<file path="src/rtl/draw_scheduler_if.sv">
// rtl/draw_scheduler_if.sv - bus between game control, the sprite drawers and the VGA write port
//
// Purpose: bundles every draw_scheduler signal except clock and reset.
//   slave  : the scheduler side (takes requests and client streams, drives VGA and status)
//   master : the controller/drawer side (drives requests and client streams)
// Signals:
//   frame_start, enable_mask                      frame request from game control
//   client_done, client_x/y/colour, client_write  per-client streams, packed 4 wide
//   client_start                                  one-hot start pulse to the clients
//   x_draw, y_draw, colour, VGA_write             muxed VGA write port
//   busy, frame_done, timeout_flag                scheduler status
interface draw_scheduler_if;
    logic        frame_start;
    logic [3:0]  enable_mask;
    logic [3:0]  client_done;
    logic [35:0] client_x;
    logic [31:0] client_y;
    logic [23:0] client_colour;
    logic [3:0]  client_write;
    logic [3:0]  client_start;
    logic [8:0]  x_draw;
    logic [7:0]  y_draw;
    logic [5:0]  colour;
    logic        VGA_write;
    logic        busy;
    logic        frame_done;
    logic        timeout_flag;

    modport slave (
        input  frame_start, enable_mask, client_done, client_x, client_y,
               client_colour, client_write,
        output client_start, x_draw, y_draw, colour, VGA_write, busy,
               frame_done, timeout_flag
    );

    modport master (
        output frame_start, enable_mask, client_done, client_x, client_y,
               client_colour, client_write,
        input  client_start, x_draw, y_draw, colour, VGA_write, busy,
               frame_done, timeout_flag
    );
endinterface

</file>
<file path="src/rtl/draw_scheduler.sv">
// rtl/draw_scheduler.sv - frame-level sequencer sharing one VGA write port between four drawers
//
// Purpose: on frame_start, starts each enabled client in order 0..3, waits for its
// done (or a TIMEOUT-cycle watchdog), routes only the active client onto the VGA
// port, then pulses frame_done.
// Ports:
//   clock   rising-edge system clock
//   reset   synchronous, active-high
//   bus     draw_scheduler_if.slave (frame request, client streams, VGA port, status)
// Parameter:
//   TIMEOUT maximum WAIT cycles per client before it is abandoned
module draw_scheduler #(
    parameter logic [15:0] TIMEOUT = 16'd40000
) (
    input  logic             clock,
    input  logic             reset,
    draw_scheduler_if.slave  bus
);

    typedef enum logic [2:0] {
        S_IDLE,
        S_SELECT,
        S_START,
        S_WAIT,
        S_DONE
    } state_t;

    state_t      state;
    state_t      state_nx;
    logic [2:0]  idx;
    logic [3:0]  mask_q;
    logic [15:0] timer;
    logic        timeout_q;

    // idx only reaches 4 in SELECT, where it is tested before sel is used,
    // so the low two bits are always a valid client number when sel matters.
    logic [1:0]  sel;
    logic        idx_end;
    logic        active_done;
    logic        timer_expired;

    assign sel           = idx[1:0];
    assign idx_end       = (idx == 3'd4);
    assign active_done   = bus.client_done[sel];
    assign timer_expired = (timer == TIMEOUT - 16'd1);

    // State register and datapath registers
    always_ff @(posedge clock) begin
        if (reset) begin
            state     <= S_IDLE;
            idx       <= 3'd0;
            mask_q    <= 4'd0;
            timer     <= 16'd0;
            timeout_q <= 1'b0;
        end else begin
            state <= state_nx;
            case (state)
                S_IDLE: begin
                    if (bus.frame_start) begin
                        mask_q    <= bus.enable_mask;
                        idx       <= 3'd0;
                        timeout_q <= 1'b0;
                    end
                end
                S_SELECT: begin
                    // Disabled clients are skipped one per cycle; idx stops at 4.
                    if (!idx_end && !mask_q[sel]) begin
                        idx <= idx + 3'd1;
                    end
                end
                S_START: begin
                    timer <= 16'd0;
                end
                S_WAIT: begin
                    timer <= timer + 16'd1;
                    // done takes priority, so a late done never raises the flag
                    if (active_done) begin
                        idx <= idx + 3'd1;
                    end else if (timer_expired) begin
                        timeout_q <= 1'b1;
                        idx       <= idx + 3'd1;
                    end
                end
                default: begin
                end
            endcase
        end
    end

    // Next-state logic
    always_comb begin
        state_nx = state;
        case (state)
            S_IDLE: begin
                if (bus.frame_start) begin
                    state_nx = S_SELECT;
                end
            end
            S_SELECT: begin
                if (idx_end) begin
                    state_nx = S_DONE;
                end else if (mask_q[sel]) begin
                    state_nx = S_START;
                end
            end
            S_START: begin
                state_nx = S_WAIT;
            end
            S_WAIT: begin
                if (active_done || timer_expired) begin
                    state_nx = S_SELECT;
                end
            end
            S_DONE: begin
                state_nx = S_IDLE;
            end
            default: begin
                state_nx = S_IDLE;
            end
        endcase
    end

    // Outputs: VGA mux is live only in WAIT, so idle or skipped clients never write
    always_comb begin
        bus.client_start = 4'd0;
        bus.x_draw       = 9'd0;
        bus.y_draw       = 8'd0;
        bus.colour       = 6'd0;
        bus.VGA_write    = 1'b0;
        bus.frame_done   = 1'b0;
        bus.busy         = (state != S_IDLE);
        bus.timeout_flag = timeout_q;
        case (state)
            S_START: begin
                bus.client_start[sel] = 1'b1;
            end
            S_WAIT: begin
                bus.x_draw    = bus.client_x[sel * 9 +: 9];
                bus.y_draw    = bus.client_y[sel * 8 +: 8];
                bus.colour    = bus.client_colour[sel * 6 +: 6];
                bus.VGA_write = bus.client_write[sel];
            end
            S_DONE: begin
                bus.frame_done = 1'b1;
            end
            default: begin
            end
        endcase
    end

endmodule
</file>
<file path="src/flat_wrapper.sv">
// flat-port wrapper written by rule: the top's interface ports become plain ports
module draw_scheduler_flat 
#(
    parameter logic [15:0] TIMEOUT = 16'd40000
)
  (clock, reset, bus_frame_start, bus_enable_mask, bus_client_done, bus_client_x, bus_client_y, bus_client_colour, bus_client_write, bus_client_start, bus_x_draw, bus_y_draw, bus_colour, bus_VGA_write, bus_busy, bus_frame_done, bus_timeout_flag);
  draw_scheduler_if bus_i ();
  input  logic clock;
  input  logic reset;
  input wire logic [$bits(bus_i.frame_start)-1:0] bus_frame_start;
  input wire logic [$bits(bus_i.enable_mask)-1:0] bus_enable_mask;
  input wire logic [$bits(bus_i.client_done)-1:0] bus_client_done;
  input wire logic [$bits(bus_i.client_x)-1:0] bus_client_x;
  input wire logic [$bits(bus_i.client_y)-1:0] bus_client_y;
  input wire logic [$bits(bus_i.client_colour)-1:0] bus_client_colour;
  input wire logic [$bits(bus_i.client_write)-1:0] bus_client_write;
  output wire logic [$bits(bus_i.client_start)-1:0] bus_client_start;
  output wire logic [$bits(bus_i.x_draw)-1:0] bus_x_draw;
  output wire logic [$bits(bus_i.y_draw)-1:0] bus_y_draw;
  output wire logic [$bits(bus_i.colour)-1:0] bus_colour;
  output wire logic [$bits(bus_i.VGA_write)-1:0] bus_VGA_write;
  output wire logic [$bits(bus_i.busy)-1:0] bus_busy;
  output wire logic [$bits(bus_i.frame_done)-1:0] bus_frame_done;
  output wire logic [$bits(bus_i.timeout_flag)-1:0] bus_timeout_flag;
  assign bus_i.frame_start = bus_frame_start;
  assign bus_i.enable_mask = bus_enable_mask;
  assign bus_i.client_done = bus_client_done;
  assign bus_i.client_x = bus_client_x;
  assign bus_i.client_y = bus_client_y;
  assign bus_i.client_colour = bus_client_colour;
  assign bus_i.client_write = bus_client_write;
  assign bus_client_start = bus_i.client_start;
  assign bus_x_draw = bus_i.x_draw;
  assign bus_y_draw = bus_i.y_draw;
  assign bus_colour = bus_i.colour;
  assign bus_VGA_write = bus_i.VGA_write;
  assign bus_busy = bus_i.busy;
  assign bus_frame_done = bus_i.frame_done;
  assign bus_timeout_flag = bus_i.timeout_flag;
  draw_scheduler #(.TIMEOUT(TIMEOUT)) u_core (.clock(clock), .reset(reset), .bus(bus_i));
endmodule
</file>
<file path="config.mk">
export PLATFORM = sky130hd
export DESIGN_NAME = draw_scheduler_flat
export DESIGN_NICKNAME = d
export VERILOG_FILES = /design/src/rtl/draw_scheduler_if.sv /design/src/rtl/draw_scheduler.sv /design/src/flat_wrapper.sv
export SDC_FILE = /design/constraint.sdc
export NUM_CORES = 1
export LEC_CHECK = 0
export CORE_ASPECT_RATIO = 2
export CORE_MARGIN = 5
export CORE_UTILIZATION = 30
export DETAILED_ROUTE_END_ITERATION = 6
export PLACE_DENSITY = 0.72
export SLEW_MARGIN = 20
export SYNTH_ARGS = -nofsm -noshare
export SYNTH_HDL_FRONTEND = slang
export SYNTH_SLANG_ARGS = --single-unit
export TNS_END_PERCENT = 30
</file>
<file path="constraint.sdc">
create_clock -name clock -period 2.1 [get_ports clock]
set_input_delay 0.63 -clock clock [delete_from_list [all_inputs] [get_ports clock]]
set_output_delay 0.63 -clock clock [all_outputs]
set_load 0.005 [all_outputs]
</file>
Yosys cells after proc, flatten, opt, wreduce, memory -nomap -nowiden

Cells that the tools add are included.

Bits of input ports: 107
Register bits: 27
Output and inout bits: 31

Order comparisons: 2
Muxes and demuxes: 29
Reduce and logical (&&, ||, !) cells: 14
Equality and inequality tests: 13
Add/subtract/negate cells: 2
Multiply operators: 2
Shift-type cells: 3

Operators by type and width:

| cell                  | count |
|---|---|
| $shiftx 36x7->9       | 1 |
| $pmux 16 s2           | 1 |
| $shiftx 32x6->8       | 1 |
| $mux 3                | 8 |
| $shiftx 24x6->6       | 1 |
| $add 16x1->16 const B | 1 |
| $eq 16x16->1 const B  | 1 |
| $pmux 3 s4            | 1 |
| $mux 1                | 9 |
| $mux 9                | 1 |
| $pmux 3 s3            | 1 |
| $mux 8                | 1 |
| $reduce_and 4->1      | 2 |
| $bmux 1 s2            | 3 |
| $eq 3x2->1 const B    | 2 |
| $eq 3x3->1 const B    | 2 |
| $mul 2x4->6 const B   | 1 |
| $mux 6                | 1 |
| $ne 2x1->1 const B    | 3 |
| $ne 3x1->1 const B    | 2 |
| $reduce_bool 3->1     | 2 |
| $mul 2x2->4 const B   | 1 |
| $mux 4                | 1 |
| $ne 2x2->1 const B    | 2 |
| other kinds (13)      | 16 |

Longest topological paths before layout

Depth after elaboration: 6
Mapped depth: 9

Least setup slack after synthesis

Ideal clock, no wire load.

Kind: register to output
Start: reg u_core.idx[0]
End: out bus_x_draw[3]
Arrival time: 1.648 ns
Buffers on the path: 2
Slack: -0.178 ns
Cell stages (with the launch flop): 5
Required time: 1.470 ns
Cells stage by stage: dfxtp_1 -> buf_2 -> buf_2 -> mux4_2 -> nor2b_1

Cells in the longest elaborated chain, start to end: 3

RTL lines:

| what                   | RTL line              | text |
|---|---|---|
| from (decl)            | draw_scheduler.sv:30  | `logic [2:0] idx;` |
| from (signal assigned) | draw_scheduler.sv:68  | `idx <= idx + 3'd1;` |
| from (signal assigned) | draw_scheduler.sv:78  | `idx <= idx + 3'd1;` |
| from (signal assigned) | draw_scheduler.sv:81  | `idx <= idx + 3'd1;` |
| $mul 2x4->6            | draw_scheduler.sv:138 | `bus.x_draw = bus.client_x[sel * 9 +: 9];` |
| $shiftx 36x7->9        | draw_scheduler.sv:138 |  |
| $mux 9                 | draw_scheduler.sv:133 | `case (state)` |
| to (decl)              | flat_wrapper.sv:18    | `output wire logic [$bits(bus_i.x_draw)-1:0] bus_x_draw;` |

Every way passes these cells.

Worst setup path in the final report

Start: reg u_core.idx[0]
End: out bus_colour[4]

Cells in the longest elaborated chain, start to end: 3

RTL lines:

| what            | RTL line              | text |
|---|---|---|
| $mul 2x2->4     | draw_scheduler.sv:140 | `bus.colour = bus.client_colour[sel * 6 +: 6];` |
| $shiftx 24x6->6 | draw_scheduler.sv:140 |  |
| $mux 6          | draw_scheduler.sv:133 |  |
| to (decl)       | flat_wrapper.sv:20    | `output wire logic [$bits(bus_i.colour)-1:0] bus_colour;` |

Every way passes these cells.

==> run_results.csv <==
group,metric,value,unit
worst_setup_path,worst-setup-path-type,"register to output pin",
placement,post-place-ws,-738,ps
clocking,cts_buffers,3,
grt,grt_first_pass_wirelength,13200,um
drt,antenna_left,0,
placement,dp.cells,479,
die,dieArea,9480,um^2
worst_setup_path,cp_max_fo,11,
die,die_x,71.4,um
synth,synth-seq-cells,27,
placement,portBuffers,137,
min_path,min_path_type,"register to register",
sta,fin_ws,-159,ps
final_layout,fin_util,53.1,%
synth,mappedNetlistNets,358,
drt,route.detailed.drc,0,
sta,period_share,108,%
grt,grtUsageMet1,15.2,%
grt,met2_usage,34.8,%
placement,place_hpwl,7090,um
sta,rsz0062_at_grt,"true",
final_layout,nNetsFinal,509,
final_layout,diodes,0,
synth,synth_edf_count,0,
sta,clock-skew-final,2.11,ps
pwr,p_clk_share,27.8,%
grt,grt_pass1_vias,2798,
synth,synth_seq_area_share,23.9,%
worst_setup_path,rrSetupSlack,130,ps
pwr,p_sw_share,25.3,%
grt,grt_max_degree,24,
flow_run,cap_violations,0,
synth,synth_warnings,0,
sta,hold_violations,0,
pwr,p_per_area,398,nW/um^2
clocking,htree_num_levels,1,
synth,synth_cell_type_count,38,
pwr,ir_worst_vdd,0.301,mV
synth,async_reset_ff_share,0,%
worst_setup_path,critPathArrivalTime,1630,ps
sta,max_freq,0.443,GHz
status,violations,"negative setup slack",
clocking,numClockSinks,27,
sta,worst_slew_pin_slew,422,ps
synth,synthCells,246,
min_path,min_from,"u_core.timer[1]",
clocking,cts_tree,"yes",
synth,synth_flop_cell,"dfxtp_1",
pwr,seqPwrFrac,35.0,%
die,pin_count,138,
final_layout,layout-drive-gt1-share,25.8,%
sta,relSlewSlack,71.6,%
die,start_util,30.9,%
sta,finalCriticalPeriod,2260,ps
placement,gp_congestion,0.863,
grt,met3_usage,6.30,%
drt,drtIter0Drc,97,
worst_setup_path,reg2reg_to,"u_core.idx[1]",
drt,wire_per_inst,17.2,um
clocking,clk_latency,260,ps
worst_setup_path,r2r_start,"u_core.timer[6]",
pwr,p_leak,1.65,nW
die,fp-row-count,44,
die,core_area,7320,um^2
final_layout,syn_to_final_growth,72.0,%
drt,first_pass_iters,4,
min_path,worstHoldEndpoint,"u_core.timer[1]",
pwr,power,1.55,mW
pwr,p_comb_share,37.2,%
grt,antenna_found_initial,0,
grt,top_usage_layer,"met2",
grt,globalRouteTotalUtil,17.7,%
worst_setup_path,r2r_cells,5,
final_layout,layout.cells.non_filler,488,
pwr,power.internal,1.16,mW
sta,setup_violations,24,
sta,drv_slew,0,
die,dieHeight,133,um
final_layout,final_area,3890,um^2
drt,via_per_inst,5.19,
worst_setup_path,cp.required,1470,ps
drt,num_vias,2532,
pwr,p_sw,0.391,mW
status,status,"finished, violations left",
clocking,cts_buffer_depth,2,
grt,gr-total-overflow,0,
clocking,cts_root_buffer,"clkbuf_16",
worst_setup_path,start_kind,"register",
placement,placed_cell_area,3880,um^2
drt,drt-total-wl,8410,um
worst_setup_path,crit_path_end_kind,"output pin",
synth,synth_area_per_cell,9.20,um^2
synth,synthesis.area,2260,um^2
clocking,path_clk_slew,70,ps
min_path,hold_depth,2,
## cells by family (layout without fill, tap and decap cells)
kind of cell	count (synthesis)	count (layout)	synth area share [%]
buffers and inverters	25	175	4.54
AND/OR/NAND/NOR	123	123	29.7
multiplexers	39	39	32.0
adder cells (fa/ha/maj)	5	5	2.77
AO/OA/AOI/OAI	27	27	7.08
flip-flops	27	27	23.9
## cells in the final DEF (no fill, tap or decap), types with 2 or more instances in the layout
cell type / netlist / routed
buf_4: 0 / 20
mux4_2: 26 / 26
a31oi_1: 2 / 2
nand3_1: 2 / 2
ha_1: 5 / 5
or4b_1: 2 / 2
a22oi_1: 3 / 3
nand2b_1: 8 / 7
o21ai_0: 5 / 5
a21oi_1: 11 / 11
mux2i_1: 6 / 6
buf_2: 7 / 24
inv_1: 8 / 8
nor3_1: 7 / 7
dlygate4sd2_1: 0 / 79
nor3b_1: 2 / 2
or3_1: 5 / 5
o211ai_1: 2 / 2
dfxtp_4: 0 / 2
and2_1: 5 / 5
nand2_1: 21 / 21
buf_12: 0 / 5
and4_1: 2 / 2
clkdlybuf4s50_1: 0 / 11
nor2b_1: 25 / 20
mux2_2: 7 / 7
clkbuf_16: 0 / 3
nor2b_4: 0 / 5
nor2_1: 28 / 27
clkdlybuf4s15_1: 0 / 22
dfxtp_1: 27 / 24
and3_1: 2 / 2
nand4_1: 5 / 5
## metrics by stage
step                hold slack [ps]  setup TNS, ps
global route                    514          -4110
global placement                463         -15280
finish                          484          -2740
floorplan                       454              0
CTS                             483          -3190
detailed placement              474         -15570
## power groups by stage
stage | logic, mW | clock network [mW] | registers (mW)
after floorplan | 0.297 | 0 | 0.545
after global placement | 0.602 | 0 | 0.552
after detailed placement | 0.613 | 0 | 0.553
after CTS | 0.576 | 0.444 | 0.541
after global routing | 0.623 | 0.464 | 0.543
final | 0.576 | 0.430 | 0.542
## synthesized netlist by cell type, types with 3 or more instances
library cell   n  area share, %
mux4_2        26             26
mux2_2         7            3.5
and2_1         5            1.4
clkbuf_1      10            1.7
nor2b_1       25            6.9
mux2i_1        6            2.7
nand2_1       21            3.5
ha_1           5            2.8
buf_2          7            1.5
a22oi_1        3            1.0
nor2_1        28            4.6
o21ai_0        5            1.1
nor3_1         7            1.5
dfxtp_1       27             24
inv_1          8            1.3
nand2b_1       8            2.2
nand4_1        5            1.4
a21oi_1       11            2.4
or3_1          5            1.4
## worst max path at each step
stage	from	to	slack (ps)	cells past startpoint
5_1_grt	u_core.idx[0]	bus_colour[2]	-210	5
4_1_cts	u_core.idx[0]	bus_colour[4]	-180	5
2_1_floorplan	u_core.idx[0]	bus_x_draw[3]	3	4
6_report	u_core.idx[0]	bus_colour[4]	-160	5
3_3_place_gp	bus_client_y[27]	bus_y_draw[3]	-750	4
3_5_place_dp	bus_client_y[27]	bus_y_draw[3]	-740	4
## registers in the layout, indices dropped and copies added, names as in the netlist
| signal | flops |
|---|---|
| u_core.timer | 16 |
| u_core.mask_q | 4 |
| u_core.idx | 3 |
| u_core.state | 3 |
| u_core.bus.timeout_flag | 1 |
## layer usage
| layer | share of wire [%] | up-vias |
|---|---|---|
| li1 | - | 1205 |
| met1 | 29 | 1180 |
| met2 | 56 | 127 |
| met3 | 11 | 20 |
| met4 | 3.7 | 0 |
| met5 | 0 | - |
## cell type report
| class | count | area [um^2] |
|---|---|---|
| timing repair buffer | 163 | 1440 |
| inverter | 8 | 30.0 |
| tap | 92 | 115 |
| sequential | 27 | 549 |
| clock buffer | 4 | 78.8 |
| fill | 688 | 3430 |
| multi-input combinational | 194 | 1680 |
## worst max-delay path, cell delays in order, from the launching register on
cell and delay (ps):
dfxtp_4 370, buf_12 150, buf_12 110, mux4_2 470, nor2b_1 140, buf_2 130
## timing repair
action                                  4_1_cts  5_1_grt
endpoints found under the setup margin       31       27
hold buffers                                  0        0
setup buffers                                 3        1
resized for setup                           233        5
cloned                                        1        0
Note: power is estimated with default switching activity, not from simulation.
